**src/rtl/bcd_counter_n.sv**
```systemverilog
// ----------------------------------------------------------------------------
// bcd_counter_n
// Parametrised N-digit BCD up/down counter with synchronous parallel load,
// wrap or saturate behaviour at the limits, and registered carry/borrow pulses.
//
// Parameters
//   DIGITS     number of BCD digits (1..8)
//   SATURATE   0 = wrap at the limits, 1 = hold at the limits
// Ports
//   clk         system clock, rising edge
//   reset_n     asynchronous active-low reset
//   count_en    count one step this cycle
//   up          direction: 1 = increment, 0 = decrement
//   load        synchronous load of load_value (priority over count_en)
//   load_value  BCD value to load, digit k at [4k+3:4k]; nibbles >9 load as 9
//   digits      current count, BCD, units in [3:0]
//   carry       one-cycle pulse on an up-count from all-nines
//   borrow      one-cycle pulse on a down-count from all-zeros
//   is_zero     high while every digit is 0 (decoded from the count register)
// ----------------------------------------------------------------------------
module bcd_counter_n #(
    parameter int unsigned DIGITS   = 4,
    parameter bit          SATURATE = 1'b0
) (
    input  logic                  clk,
    input  logic                  reset_n,
    input  logic                  count_en,
    input  logic                  up,
    input  logic                  load,
    input  logic [4*DIGITS-1:0]   load_value,
    output logic [4*DIGITS-1:0]   digits,
    output logic                  carry,
    output logic                  borrow,
    output logic                  is_zero
);

    localparam int unsigned W = 4 * DIGITS;

    logic [W-1:0] digits_q, digits_d;
    logic         carry_q,  carry_d;
    logic         borrow_q, borrow_d;

    logic [W-1:0] inc_c;
    logic [W-1:0] dec_c;
    logic [W-1:0] load_c;
    logic         inc_ripple_c;
    logic         dec_ripple_c;
    logic [3:0]   nib_c;
    logic [3:0]   lv_nib_c;

    // Per-digit increment/decrement with the carry rippling from the units up.
    // A ripple that survives past the top digit means all-nines / all-zeros.
    always_comb begin
        inc_c        = '0;
        dec_c        = '0;
        load_c       = '0;
        inc_ripple_c = 1'b1;
        dec_ripple_c = 1'b1;
        nib_c        = '0;
        lv_nib_c     = '0;
        for (int unsigned k = 0; k < DIGITS; k++) begin
            nib_c = digits_q[4*k +: 4];

            if (!inc_ripple_c) begin
                inc_c[4*k +: 4] = nib_c;
            end else if (nib_c >= 4'd9) begin
                inc_c[4*k +: 4] = 4'd0;
            end else begin
                inc_c[4*k +: 4] = 4'(nib_c + 4'd1);
                inc_ripple_c    = 1'b0;
            end

            if (!dec_ripple_c) begin
                dec_c[4*k +: 4] = nib_c;
            end else if (nib_c == 4'd0) begin
                dec_c[4*k +: 4] = 4'd9;
            end else begin
                dec_c[4*k +: 4] = 4'(nib_c - 4'd1);
                dec_ripple_c    = 1'b0;
            end

            // Clamp out-of-range load nibbles so no digit can ever exceed 9.
            lv_nib_c        = load_value[4*k +: 4];
            load_c[4*k +: 4] = (lv_nib_c > 4'd9) ? 4'd9 : lv_nib_c;
        end
    end

    // Next-state selection: load, then count up, then count down, else hold.
    always_comb begin
        digits_d = digits_q;
        carry_d  = 1'b0;
        borrow_d = 1'b0;
        if (load) begin
            digits_d = load_c;
        end else if (count_en) begin
            if (up) begin
                carry_d  = inc_ripple_c;
                digits_d = (inc_ripple_c && SATURATE) ? digits_q : inc_c;
            end else begin
                borrow_d = dec_ripple_c;
                digits_d = (dec_ripple_c && SATURATE) ? digits_q : dec_c;
            end
        end
    end

    // Count and pulse registers.
    always_ff @(posedge clk or negedge reset_n) begin
        if (!reset_n) begin
            digits_q <= '0;
            carry_q  <= 1'b0;
            borrow_q <= 1'b0;
        end else begin
            digits_q <= digits_d;
            carry_q  <= carry_d;
            borrow_q <= borrow_d;
        end
    end

    assign digits  = digits_q;
    assign carry   = carry_q;
    assign borrow  = borrow_q;
    assign is_zero = (digits_q == '0);

endmodule

```
**config.mk**
```make
export PLATFORM = sky130hd
export DESIGN_NAME = bcd_counter_n
export DESIGN_NICKNAME = d
export VERILOG_FILES = /design/src/rtl/bcd_counter_n.sv
export SDC_FILE = /design/constraint.sdc
export NUM_CORES = 1
export LEC_CHECK = 0
export CORE_MARGIN = 2
export CORE_UTILIZATION = 45
export CTS_BUF_LIST = sky130_fd_sc_hd__clkbuf_4 sky130_fd_sc_hd__clkbuf_8
export DETAILED_ROUTE_END_ITERATION = 16
export DONT_BUFFER_PORTS = 1
export PLACE_DENSITY = 0.71
export RECOVER_POWER = 50
export SYNTH_ARGS = -nofsm -noshare
export SYNTH_HDL_FRONTEND = slang
export SYNTH_SLANG_ARGS = --single-unit
```
**constraint.sdc**
```tcl
create_clock -name clk -period 4.55 [get_ports clk]
set_input_delay 0.455 -clock clk [delete_from_list [all_inputs] [get_ports clk]]
set_output_delay 0.455 -clock clk [all_outputs]
set_load 0.02 [all_outputs]
```
==> qor_table.md <==
| Metric | Reported | Unit |
|:---|:---|:---|
| Length of the first detailed-routing pass in iterations | 5 | - |
| Number of CTS-inserted buffers | 3 | - |
| Filler Cells Inserted | 369 | - |
| Critical Path Source Type | register | - |
| Number of hold violations in the final report | 0 | - |
| Latest clock arrival within the worst-skew pair | 260 | ps |
| Via count of the first global-routing pass | 1527 | - |
| FF-to-FF setup slack | 2150 | ps |
| Setup violations, final | 0 | - |
| Num rows | 22 | - |
| Die W | 64.56 | µm |
| Vertical die dimension | 64.56 | µm |
| Number of warnings printed during yosys synthesis | 0 | - |
| Setup crit end | is_zero | - |
| CP delay by family, top | simple AND/OR/NAND/NOR gates | - |
| Antenna violations before repair | 0 | - |
| Drt initial violations | 79 | - |
| Total met3 wirelength after detailed routing | 215 | µm |
| Synthesized netlist net count | 230 | - |
| Critical Path Stages | 5 | - |
| Fin Clk Skew | 2.558 | ps |
| Unique masters post-synth | 56 | - |
| DP Wirelength | 2961 | µm |
| Yosys top cell area share | 0.2729 | - |
| Number of placed I/O pins | 40 | - |
| Total power density per cell area | 396.4 | nW/µm² |
| Maximum number of pins on one net before global-route repair | 25 | - |
| Flop pwr share | 0.436 | - |
| Leak | 0.7105 | nW |
| Core Box Area | 3606 | µm² |
| Biggest fanout along the worst timing path | 8 | - |
| Clock root buffer | clkbuf_8 | - |
| FF+latch area | 450.4 | µm² |
| TritonCTS clock tree | yes | - |
| Run status | complete, no violations | - |
| Type of destination of the critical path | primary output | - |
| Internal Dissipation | 0.3816 | mW |
| Sum of routed wire segments on met1 | 1876 | µm |
| Most area-consuming cells after synthesis | dfrtp_1 (27%), ha_1 (9.9%), o21ai_0 (7.0%) | - |
| Area of the die | 4168 | µm² |
| Category of the most critical setup path | reg -> out | - |
| Multi-input gate area in the final layout | 1124 | µm² |
| Worst-case setup margin in the final layout | 1864 | ps |
| Cells on worst reg2reg path | 7 | - |
| Fraction of power spent switching nets | 0.4480 | - |
| Min-delay worst type | in -> reg | - |
| Final Power | 0.6914 | mW |
| Worst setup timing slack at the placement stage | 2166 | ps |
| Worst-case clock buffer depth | 2 | - |
| Cell count of the worst hold path | 1 | - |
| Number of clock sinks | 18 | - |
| Maxcap violations | 0 | - |
| Upper clock frequency limit | 372.3 | MHz |
| Net switching power figure | 0.3098 | mW |
| Power share of the combinational group | 0.367 | - |
| Diodes inserted | 0 | - |
| Aggregate global routing overflow | 0 | - |
| Final critical-path share of the clock period | 0.5903 | - |
| Mean instance size in the synthesized netlist | 8.420 | µm² |
| Synth async-reset ratio | 1.000 | - |
| WL met2 | 1961 | µm |
| Number of H-tree branching levels | 1 | - |
| Initial core utilization | 0.4577 | - |
| Proportion of layout cells with a drive suffix above 1 | 0.07254 | - |
| Top metal layer carrying routed signals | met4 | - |
| Clock transition at the register clock pins on the worst setup and hold paths after CTS | 70 | ps |
| Layout overhead on the synthesized area | 5.686 | % |
| Number of I/O port buffers | 0 | - |
| Sequence of cells on the critical path | inv_1, ha_1, nor3b_2, nand4_1, nor2_1 | - |
| Wire length of the first global-routing pass | 7182 | µm |
| Top cells by instance count after synthesis | o21ai_0 (23), dfrtp_1 (18), ha_1 (13), nor2_1 (13) | - |
| Final number of max-transition violations | 0 | - |
| Sequential element share of the synthesized area | 0.2729 | - |
| CP Buf/Inv Count | 1 | - |
| Actual slew at the worst max-slew pin | 861.7 | ps |
| Mean routed wirelength per cell | 17.01 | µm |
| Max VDD drop | 0.0001470 | V |
| Count of flip-flops with a built-in enable after synthesis | 0 | - |
| Post-route DRC violation count | 0 | - |
| Worst setup path startpoint | digits[1] | - |
| Post_cts resized | 0 | - |
| Gpl congestion | 0.9271 | - |
| Largest stage delay, worst path | 500 | ps |
| Time the worst path needs with I/O delays and setup | 2686 | ps |
| Vias per cell | 6.224 | - |
| Number of nets in the final layout | 228 | - |
| Leading area contributor after synthesis | dfrtp_1 | - |
| Critical register-to-register path endpoint | digits[13] | - |
| Reg2reg start | digits[8] | - |
| Cell total after placement | 236 | - |
| Vias | 1500 | - |
| Setup repair after global routing missed its margin | no | - |
| Post-synthesis instance area | 1650 | µm² |
| Most instantiated library cell after synthesis | o21ai_0 | - |
| Normalized max-slew margin | 0.4236 | - |
| Most used DFF post-synth | dfrtp_1 | - |
| Tot GR Track Use | 0.2142 | - |
| Number of cells in the finished layout apart from fillers | 241 | - |
| Number of nets with antenna violations after detailed routing | 0 | - |
| Yosys reg bits | 18 | - |
| Routed WL | 4099 | µm |
| Slowest CP cell | dfrtp_1 | - |
| Worst path required time | 4090 | ps |
| Arrival time worst endpoint | 2230 | ps |
| Post-route setup TNS | 0 | ps |
| Post-Syn Instances | 196 | - |
| Clock power frac | 0.198 | - |
how the worst min path moves through the flow:
stage,startpoint,endpoint,slack [ps]
after global routing,load,digits[0],310
after global placement,reset_n,digits[9],160
after floorplan,reset_n,borrow,160
final,load,digits[0],300
after detailed placement,reset_n,digits[9],160
after CTS,load,digits[0],300
metal layers:
metal / track usage / up-vias
met5: 0 / -
met4: 0.06915 / 0
met3: 0.03646 / 6
met2: 0.3490 / 47
met1: 0.2893 / 705
li1: - / 742
worst register-to-register path, cell delays in order (launching register included):
cell and delay [ps]:
dfrtp_1 530, inv_1 170, ha_1 230, nand2b_1 130
o21ai_0 540, nor3_1 200, o21ai_2 290, mux2i_1 220
state kept, by name, indices dropped and copies added (netlist names):
| name | count |
|---|---|
| digits | 16 |
| borrow | 1 |
| carry | 1 |
final cells by class:
type | count | area share
clock buffers | 4 | 0.03156
multi-input cells | 158 | 0.6442
well taps | 48 | 0.03443
inverters | 12 | 0.02583
repair buffers | 1 | 0.005739
flip-flops and latches | 18 | 0.2583
power by group through the flow:
stage | Sequential, mW | Clock, mW | Combinational, mW
5_1_grt | 0.312 | 0.147 | 0.292
3_5_place_dp | 0.304 | 0 | 0.248
2_1_floorplan | 0.279 | 0 | 0.215
4_1_cts | 0.301 | 0.137 | 0.253
3_3_place_gp | 0.304 | 0 | 0.246
6_report | 0.301 | 0.137 | 0.254
repair_timing:
action | in CTS | in global routing
hold buffers | 1 | 0
buffers inserted | 0 | 0
hold endpoints to repair | 18 | 0
cell families after synthesis:
logic type                 Yosys count  share of synthesized area
adders and majority gates           13                    0.09856
DFF                                 18                     0.2729
buffers and inverters               20                    0.04624
AOI/OAI and AO/OA                   68                     0.2866
muxes                                4                    0.02502
and+or+nand+nor                     73                     0.2707
metrics by stage:
step / utilization / hold WS (ps) / instance area, µm²
3_5_place_dp: 0.4656 / 159.8 / 1679
6_report: 0.4837 / 296.5 / 1744
2_1_floorplan: - / 159.4 / 1650
5_1_grt: 0.4837 / 308.2 / 1744
4_1_cts: 0.4837 / 296.1 / 1744
3_3_place_gp: 0.4656 / 159.7 / 1679
placed cells by master, fill, tap and decap left out, types with 2 or more instances in the layout:
cell | synthesis | layout
nor3_1 | 3 | 3
nand2_1 | 12 | 12
and3_1 | 2 | 2
o22ai_1 | 2 | 2
nand4b_1 | 2 | 2
or3b_1 | 2 | 2
a41oi_1 | 2 | 2
inv_1 | 12 | 12
or4_1 | 2 | 2
o21ai_0 | 23 | 23
mux2i_1 | 3 | 3
nor2b_1 | 8 | 8
dfrtp_1 | 18 | 18
ha_1 | 13 | 13
clkbuf_8 | 0 | 4
nand2b_1 | 4 | 4
nor3b_1 | 2 | 2
nand3_1 | 3 | 3
o31ai_1 | 2 | 2
o21ai_2 | 2 | 2
o2bb2ai_1 | 2 | 2
a221oi_1 | 5 | 5
a211oi_1 | 2 | 2
o21bai_1 | 2 | 2
a21oi_1 | 9 | 9
nand3b_1 | 4 | 4
a221o_1 | 2 | 2
o21a_1 | 2 | 2
nor2_1 | 13 | 13
nor4b_1 | 5 | 5
a311oi_1 | 2 | 2
(Power assumes the default switching activity.)
